**src/rtl/mem_arbiter_pkg.sv**
```systemverilog
`default_nettype none
// -----------------------------------------------------------------------------
// mem_arbiter_pkg : shared encodings and defaults for the memory arbiter
// Rev 1.0
// -----------------------------------------------------------------------------
package mem_arbiter_pkg;

  localparam int DEF_BLOCK_WORDS = 8;
  localparam int DEF_CNT_W       = 4;
  localparam int MEM_LATENCY     = 4;

  typedef enum logic [1:0] {
    ST_IDLE   = 2'd0,
    ST_I_FILL = 2'd1,
    ST_D_FILL = 2'd2
  } state_e;

  typedef enum logic {
    FILL_I = 1'b0,
    FILL_D = 1'b1
  } fill_e;

endpackage
`default_nettype wire

```
**src/rtl/mem_arbiter_beat_counter.sv**
```systemverilog
`default_nettype none
// -----------------------------------------------------------------------------
// mem_arbiter_beat_counter : per-fill word counter with last-beat detect
// Rev 1.0
// -----------------------------------------------------------------------------
module mem_arbiter_beat_counter #(
  parameter int BLOCK_WORDS = 8,
  parameter int CNT_W       = 4
) (
  input  logic             clk,
  input  logic             rst,
  input  logic             clr,
  input  logic             inc,
  output logic [CNT_W-1:0] cnt,
  output logic             done
);

  localparam logic [CNT_W-1:0] LAST_BEAT = CNT_W'(BLOCK_WORDS - 1);

  logic [CNT_W-1:0] cnt_q;
  logic [CNT_W-1:0] cnt_d;

  always_comb begin
    cnt_d = cnt_q;
    if (clr) begin
      cnt_d = '0;
    end else if (inc) begin
      cnt_d = cnt_q + 1'b1;
    end
  end

  always_ff @(posedge clk) begin
    if (rst) begin
      cnt_q <= '0;
    end else begin
      cnt_q <= cnt_d;
    end
  end

  assign cnt  = cnt_q;
  assign done = inc && (cnt_q == LAST_BEAT);

endmodule
`default_nettype wire

```
**src/rtl/mem_arbiter.sv**
```systemverilog
`default_nettype none
// -----------------------------------------------------------------------------
// mem_arbiter : shares main memory between I/D cache fills and D-cache stores
// Rev 1.0
// -----------------------------------------------------------------------------
module mem_arbiter
  import mem_arbiter_pkg::*;
#(
  parameter int BLOCK_WORDS = DEF_BLOCK_WORDS,
  parameter int CNT_W       = DEF_CNT_W
) (
  input  logic        clk,
  input  logic        rst,
  input  logic        i_mem_read,
  input  logic [15:0] i_mem_addr,
  input  logic        d_mem_read,
  input  logic [15:0] d_mem_addr,
  input  logic        d_mem_write,
  input  logic [15:0] d_wdata,
  input  logic        mem_data_valid,
  output logic        i_grant,
  output logic        d_grant,
  output logic        d_write_ack,
  output logic        i_data_valid,
  output logic        d_data_valid,
  output logic        mem_enable,
  output logic        mem_wr,
  output logic [15:0] mem_addr,
  output logic [15:0] mem_wdata,
  output logic        spurious_valid
);

  state_e           state_q, state_d;
  fill_e            last_fill_q, last_fill_d;
  logic             spurious_q, spurious_d;

  logic [CNT_W-1:0] issue_cnt;
  logic [CNT_W-1:0] ret_cnt;
  logic             issue_inc, ret_inc;
  logic             issue_done, ret_done;
  logic             issue_room;
  logic             unused_cnt_sinks;

  assign issue_room = issue_cnt < CNT_W'(BLOCK_WORDS);
  assign ret_inc    = mem_data_valid && (state_q != ST_IDLE) && !rst;
  assign issue_inc  = mem_enable && !mem_wr;

  // Fill completion is decided by returned words only; issue count just caps reads.
  assign unused_cnt_sinks = issue_done ^ (^ret_cnt);

  mem_arbiter_beat_counter #(
    .BLOCK_WORDS (BLOCK_WORDS),
    .CNT_W       (CNT_W)
  ) u_issue_cnt (
    .clk  (clk),
    .rst  (rst),
    .clr  (ret_done),
    .inc  (issue_inc),
    .cnt  (issue_cnt),
    .done (issue_done)
  );

  mem_arbiter_beat_counter #(
    .BLOCK_WORDS (BLOCK_WORDS),
    .CNT_W       (CNT_W)
  ) u_ret_cnt (
    .clk  (clk),
    .rst  (rst),
    .clr  (ret_done),
    .inc  (ret_inc),
    .cnt  (ret_cnt),
    .done (ret_done)
  );

  always_comb begin
    state_d        = state_q;
    last_fill_d    = last_fill_q;
    spurious_d     = spurious_q;
    i_grant        = 1'b0;
    d_grant        = 1'b0;
    d_write_ack    = 1'b0;
    i_data_valid   = 1'b0;
    d_data_valid   = 1'b0;
    mem_enable     = 1'b0;
    mem_wr         = 1'b0;
    mem_addr       = '0;
    mem_wdata      = '0;
    spurious_valid = spurious_q;

    unique case (state_q)
      ST_IDLE: begin
        spurious_d = spurious_q | mem_data_valid;
        if (d_mem_write) begin
          mem_enable  = 1'b1;
          mem_wr      = 1'b1;
          mem_addr    = d_mem_addr;
          mem_wdata   = d_wdata;
          d_write_ack = 1'b1;
        end else if (i_mem_read && d_mem_read) begin
          state_d = (last_fill_q == FILL_D) ? ST_I_FILL : ST_D_FILL;
        end else if (d_mem_read) begin
          state_d = ST_D_FILL;
        end else if (i_mem_read) begin
          state_d = ST_I_FILL;
        end
      end

      ST_I_FILL: begin
        i_grant      = 1'b1;
        mem_addr     = i_mem_addr;
        mem_enable   = i_mem_read && issue_room;
        i_data_valid = mem_data_valid;
        if (ret_done) begin
          state_d     = ST_IDLE;
          last_fill_d = FILL_I;
        end
      end

      ST_D_FILL: begin
        d_grant      = 1'b1;
        mem_addr     = d_mem_addr;
        mem_enable   = d_mem_read && issue_room;
        d_data_valid = mem_data_valid;
        if (ret_done) begin
          state_d     = ST_IDLE;
          last_fill_d = FILL_D;
        end
      end

      default: begin
        state_d = ST_IDLE;
      end
    endcase

    // Reset forces every output quiet in the reset cycle itself, not just after.
    if (rst) begin
      i_grant        = 1'b0;
      d_grant        = 1'b0;
      d_write_ack    = 1'b0;
      i_data_valid   = 1'b0;
      d_data_valid   = 1'b0;
      mem_enable     = 1'b0;
      mem_wr         = 1'b0;
      mem_addr       = '0;
      mem_wdata      = '0;
      spurious_valid = 1'b0;
    end
  end

  always_ff @(posedge clk) begin
    if (rst) begin
      state_q     <= ST_IDLE;
      last_fill_q <= FILL_D;
      spurious_q  <= 1'b0;
    end else begin
      state_q     <= state_d;
      last_fill_q <= last_fill_d;
      spurious_q  <= spurious_d;
    end
  end

endmodule
`default_nettype wire

```
**config.mk**
```make
export PLATFORM = sky130hd
export DESIGN_NAME = mem_arbiter
export DESIGN_NICKNAME = d
export VERILOG_FILES = /design/src/rtl/mem_arbiter_pkg.sv /design/src/rtl/mem_arbiter_beat_counter.sv /design/src/rtl/mem_arbiter.sv
export SDC_FILE = /design/constraint.sdc
export NUM_CORES = 1
export LEC_CHECK = 0
export ABC_AREA = 1
export ABC_CLOCK_PERIOD_IN_PS = 1500
export BUFFER_PORTS_ARGS = -buffer_cell sky130_fd_sc_hd__buf_2
export CAP_MARGIN = 20
export CORE_MARGIN = 5
export CORE_UTILIZATION = 40
export DETAILED_ROUTE_END_ITERATION = 10
export PLACE_DENSITY = 0.91
export SYNTH_ARGS = -nofsm -noshare
export SYNTH_HDL_FRONTEND = slang
export SYNTH_SLANG_ARGS = --single-unit
```
**constraint.sdc**
```tcl
create_clock -name clk -period 1.5 [get_ports clk]
set_input_delay 0.075 -clock clk [delete_from_list [all_inputs] [get_ports clk]]
set_output_delay 0.075 -clock clk [all_outputs]
set_load 0.03 [all_outputs]
```
==> impl_metrics.py, run 1 <==
metrics = {
    "drt": {
        "route.vias.total": 1769,
        "drc": 0,
        "ant_nets": 0,
        "wl_um": 6180,
        "avgRoutedWirePerCell_um": 18.6,
        "drtPass1Iterations": 4,
        "vias_per_cell": 5.33,
        "drt_iter0_drc": 164,
    },
    "hold_path": {
        "whs_path_depth": 3,
        "hp-class": "in -> reg",
    },
    "floorplanning": {
        "core_mm2": 0.00305,
        "die_y_um": 66.2,
        "die_w_um": 66.2,
        "rows": 20,
        "start_util_pct": 41.4,
        "ios": 94,
        "die_area_mm2": 0.00438,
    },
    "synthesis": {
        "syn_area_mm2": 0.00126,
        "syn_area_per_cell_um2": 6.94,
        "ys_seq_area_share_pct": 19.0,
        "synth.distinct_cells": 29,
        "synth_seq_cells": 12,
        "synth_cells": 182,
        "syn_nets": 243,
        "yosysWarnings": 0,
    },
    "placed_design": {
        "place_ws_ns": 0.00891,
        "routabilityCongestion": 0.788,
        "dpl.hpwl_um": 3240,
        "port_buffers": 93,
        "placed_area_mm2": 0.00179,
    },
    "finish": {
        "diodes": 0,
        "nNetsFinal": 351,
        "syn_to_final_growth_pct": 80.7,
        "layout-drive-gt1-share_pct": 63.9,
        "final_area_mm2": 0.00228,
    },
    "run_status": {
        "status": "complete, but fails checks",
        "violations": "setup timing",
    },
    "timing": {
        "min_period_over_period_pct": 111,
        "worst_pin_slew_ns": 0.289,
        "setup_ws_ns": -0.159,
        "max_freq_ghz": 0.603,
        "slew_headroom_pct": 80.8,
        "final.setup_skew_ns": 0.00486,
        "finalCriticalPeriod_ns": 1.66,
        "setup_violations": 37,
        "report.final.slew_viol_count": 0,
        "hold_viol": 0,
        "rsz0062_at_grt": "true",
    },
    "critical_path": {
        "cp-end-kind": "output pin",
        "ff2ff_path_depth": 11,
        "required_ns": 1.42,
        "path_class": "reg -> out",
        "cp-start-kind": "flip-flop",
        "crit_fanout": 11,
        "arrival_ns": 1.58,
    },
    "pwr": {
        "ir_drop_mv": 0.679,
        "p_leak_nw": 1.14,
        "power_density_mw_per_mm2": 1540,
    },
    "job": {
        "max_cap_violations": 0,
    },
    "clocking": {
        "holdBufCountCts": 0,
        "cts-root-buf": "clkbuf_4",
        "cts_tree": "built",
        "cts_made_buffers": 3,
        "clkTransAtPathRegs_ns": 0.07,
        "clock_latency_ns": 0.28,
        "htree_levels": 1,
        "cts_max_path_buffers": 2,
        "clock-sinks": 12,
    },
    "global_route": {
        "grt_pass1_vias": 1665,
        "grt_start_max_net_pins": 18,
        "grt_pass1_wl_um": 7420,
        "antenna_found_initial": 0,
        "overflow": 0,
        "grt_use_total_pct": 21.9,
    },
}
==> through the flow <==
step / std cells / hold slack (ns) / util, % / TNS, ns / total power, W
2_1_floorplan: 182 / 0.226 / - / -0.000900 / 0.00193
3_3_place_gp: 316 / 0.398 / 58.6 / 0 / 0.00231
3_5_place_dp: 316 / 0.417 / 58.6 / 0 / 0.00236
4_1_cts: 328 / 0.123 / 68.8 / -0.776 / 0.00308
5_1_grt: 332 / 0.133 / 74.7 / -4.21 / 0.00368
6_report: 332 / 0.124 / 74.7 / -2.28 / 0.00351
==> flip-flops by register name (all words and copies together) (netlist names) <==
| register | count |
|---|---|
| state_q | 2 |
| spurious_q | 1 |
| last_fill_q | 1 |
| u_ret_cnt.cnt | 4 |
| u_issue_cnt.cnt | 4 |
==> report_power, final <==
group          switching, W  internal, W
sequential        0.0000598     0.000385
combinational       0.00170      0.00116
clock              0.000113    0.0000933
==> cells by family (layout without fill, tap and decap cells) <==
family	after synthesis	count (layout)	share of synthesized area, %
flip-flops	12	12	19.0
AND/OR/NAND/NOR	86	87	36.3
adder cells (fa/ha/maj)	7	7	6.94
AO/OA/AOI/OAI	29	29	19.4
XOR/XNOR	2	2	1.39
buffers and inverters	46	151	16.9
==> metal layers <==
metal  track usage [%]  vias up  part of all wire, %
met5                 0        -                    0
met4              10.4        0                  5.2
met3              6.12       34                  9.5
met2              42.8      125                   51
met1              20.6      814                   34
li1                  -      796                    -
==> cell usage after synthesis <==
library cell / number / area share [%]
nor2_4: 2 / 1.8
xor2_1: 2 / 1.4
a21oi_1: 8 / 3.2
inv_8: 1 / 0.89
dfxtp_1: 12 / 19
a21oi_2: 1 / 0.69
buf_6: 3 / 2.7
a22oi_1: 6 / 3.6
nand2_1: 17 / 5.1
nand3_1: 5 / 2.0
nand4_1: 2 / 0.99
nand2_2: 2 / 0.99
nand2_4: 5 / 4.5
inv_2: 3 / 0.89
inv_1: 34 / 10
nand3_4: 1 / 1.4
buf_4: 2 / 1.2
nor3b_2: 1 / 0.99
buf_2: 3 / 1.2
ha_1: 7 / 6.9
nor2_2: 11 / 5.5
o211ai_1: 1 / 0.59
nor2_1: 35 / 10
a22oi_2: 10 / 9.9
o22ai_1: 1 / 0.50
o21a_1: 1 / 0.59
nor3_1: 3 / 1.2
o21ai_1: 1 / 0.40
nand3_2: 2 / 1.6
==> critical path, stage by stage, from the launching register on <==
cell	delay (ns)
dfxtp_4	0.39
inv_4	0.05
ha_1	0.21
buf_6	0.17
a22oi_1	0.24
nor2_1	0.08
buf_4	0.17
==> layout by cell type, fill, tap and decap left out, drive strengths merged, types with 7 or more instances in the layout <==
cell type / count
dfxtp: 12
nor2: 48
buf: 110
nand3: 8
a21oi: 9
inv: 38
a22oi: 16
ha: 7
nand2: 25
==> worst paths after layout <==
check                           startpoint                               to  slack (ns)
setup / recovery   state_q[1]$_SDFFE_PP0P_                      mem_addr[3]       -0.16
hold / removal              mem_data_valid          spurious_q$_SDFFE_PP0P_        0.12
setup reg to reg   state_q[1]$_SDFFE_PP0P_  u_issue_cnt.cnt[1]$_SDFFE_PP0P_       -0.01
hold reg to reg   last_fill_q$_SDFFE_PP1P_         last_fill_q$_SDFFE_PP1P_        0.47
==> layout make-up <==
class                           instances  area [um^2]
Fill cell                             185          772
Clock buffer                            3         22.5
Sequential cell                        12          248
Timing Repair Buffer                  110          790
Multi-Input combinational cell        125          998
Tap cell                               44         55.1
Inverter                               38          168
==> repair_timing <==
| action | 4_1_cts | 5_1_grt |
|---|---|---|
| gates cloned | 2 | 0 |
| endpoints found under the setup margin | 35 | 44 |
| pin swaps | 8 | 14 |
| resized for setup | 73 | 42 |
| buffers inserted | 7 | 4 |
Power figures use the tool's default switching activity.
==> run 2: changes to the inputs <==
--- a/config.mk
+++ b/config.mk
@@ -15,2 +15,3 @@
 export PLACE_DENSITY = 0.91
+export SKIP_LAST_GASP = 1
 export SYNTH_ARGS = -nofsm -noshare
--- a/constraint.sdc
+++ b/constraint.sdc
@@ -3,2 +3,2 @@
 set_output_delay 0.075 -clock clk [all_outputs]
-set_load 0.03 [all_outputs]
+set_load 0.02 [all_outputs]
==> impl_metrics.py, run 2 (synthesis results as in run 1) <==
metrics = {
    "global_route": {
        "antenna_found_initial": 0,
        "grt_pass1_wl_um": 7110,
        "grt_use_total_pct": 21.4,
        "overflow": 0,
        "grt_start_max_net_pins": 19,
        "grt_pass1_vias": 1558,
    },
    "placed_design": {
        "dpl.hpwl_um": 3220,
        "port_buffers": 93,
        "dp_cells": 317,
        "place_ws_ns": -0.0223,
        "routabilityCongestion": 0.888,
    },
    "pwr": {
        "power_density_mw_per_mm2": 1520,
        "p_leak_nw": 1.16,
        "ir_drop_mv": 0.957,
    },
    "timing": {
        "slew_headroom_pct": 78.7,
        "fin_worst_hold_slack_ns": 0.145,
        "worst_pin_slew_ns": 0.320,
        "rsz0062_at_grt": "true",
        "report.final.slew_viol_count": 0,
        "min_period_over_period_pct": 112,
        "max_freq_ghz": 0.597,
        "hold_viol": 0,
        "setup_ws_ns": -0.174,
        "final.setup_skew_ns": 0.0116,
        "setup_violations": 37,
        "finalCriticalPeriod_ns": 1.67,
    },
    "critical_path": {
        "cp-start-kind": "flip-flop",
        "required_ns": 1.69,
        "crit_fanout": 4,
        "arrival_ns": 1.86,
        "path_class": "reg -> reg",
        "cp-end-kind": "flip-flop",
    },
    "finish": {
        "layout-drive-gt1-share_pct": 62.1,
        "final_util_pct": 76.1,
        "syn_to_final_growth_pct": 84.1,
        "diodes": 0,
        "fillers": 190,
        "nNetsFinal": 353,
        "final_common_cell": "buf_2",
        "stdcell_count": 334,
        "mostFrequentLayoutCells": "buf_2, buf_4, nor2_1",
    },
    "job": {
        "max_cap_violations": 0,
    },
    "drt": {
        "vias_per_cell": 5.26,
        "avgRoutedWirePerCell_um": 19.3,
        "wl_um": 6460,
        "drt_iter0_drc": 102,
        "drtPass1Iterations": 5,
        "drc": 0,
        "route.vias.total": 1758,
        "ant_nets": 0,
    },
    "clocking": {
        "cts_tree": "built",
        "holdBufCountCts": 0,
        "clock-sinks": 12,
        "clock_latency_ns": 0.28,
        "clkTransAtPathRegs_ns": 0.08,
        "cts_max_path_buffers": 2,
        "cts_made_buffers": 3,
        "cts-root-buf": "clkbuf_4",
        "htree_levels": 1,
    },
    "run_status": {
        "violations": "setup timing",
        "status": "complete, but fails checks",
    },
    "floorplanning": {
        "core_mm2": 0.00305,
        "die_w_um": 66.2,
        "die_y_um": 66.2,
        "die_area_mm2": 0.00438,
        "rows": 20,
        "ios": 94,
        "start_util_pct": 41.4,
    },
    "hold_path": {
        "hp-class": "in -> reg",
    },
}
==> run 2: cell types whose count changed in the layout (fill, tap and decap cells not counted), sizes merged <==
cell | previous run | this run
inv | 38 | 39
clkbuf | 3 | 4
buf | 110 | 109
clkinv | 0 | 1
==> run 2: worst paths after layout <==
kind                                     endpoint  slack (ns)  depth (start not counted)                    start
setup / recovery  u_issue_cnt.cnt[2]$_SDFFE_PP0P_       -0.17                         10  state_q[1]$_SDFFE_PP0P_
hold / removal            spurious_q$_SDFFE_PP0P_        0.15                          3           mem_data_valid
setup reg to reg  u_issue_cnt.cnt[2]$_SDFFE_PP0P_       -0.17                         10  state_q[1]$_SDFFE_PP0P_
hold reg to reg           spurious_q$_SDFFE_PP0P_        0.48                          2  spurious_q$_SDFFE_PP0P_
==> run 2: per-stage QoR <==
step | power, W | TNS, ns | cell area [um^2]
floorplan | 0.00172 | 0 | 1270
global placement | 0.00213 | 0 | 1790
detailed placement | 0.00218 | -0.0307 | 1790
CTS | 0.00289 | -0.856 | 2060
global route | 0.00371 | -5.95 | 2320
finish | 0.00354 | -3.46 | 2320
==> run 2: repair_timing <==
item                                    in CTS  in global routing
pin swaps                                    7                 16
cloned                                       2                  3
endpoints found under the setup margin      37                 41
gates resized for setup                     53                 54
setup buffers                                6                  3
==> run 2: power breakdown <==
group | internal (W) | switching (W)
clock | 0.0000930 | 0.000105
sequential | 0.000377 | 0.0000404
combinational | 0.00125 | 0.00167
==> run 2: worst max-delay path: stages (launching register included) <==
cell,delay [ns]
dfxtp_2,0.33
buf_6,0.13
ha_4,0.17
inv_6,0.10
nand2_1,0.11
nand3_4,0.12
buf_4,0.12
nand2_2,0.06
nand3_2,0.11
nand2_1,0.11
a21oi_1,0.23
==> run 2: layout make-up <==
type	count	area [um^2]	share of cell area, %
inverter	38	163	7.00
multi-input combinational	125	1030	44.5
clock buffer	3	22.5	0.969
timing repair inverter	2	25.0	1.08
tap	44	55.1	2.37
sequential	12	243	10.4
timing repair buffer	110	782	33.6
==> run 2: routing by layer <==
layer,part of all wire (%),up-vias,global-route usage (%)
met2,51,135,38.8
met1,31,786,20.4
met4,8.2,0,12.4
met3,10,47,7.65
li1,-,790,-
met5,0,-,0
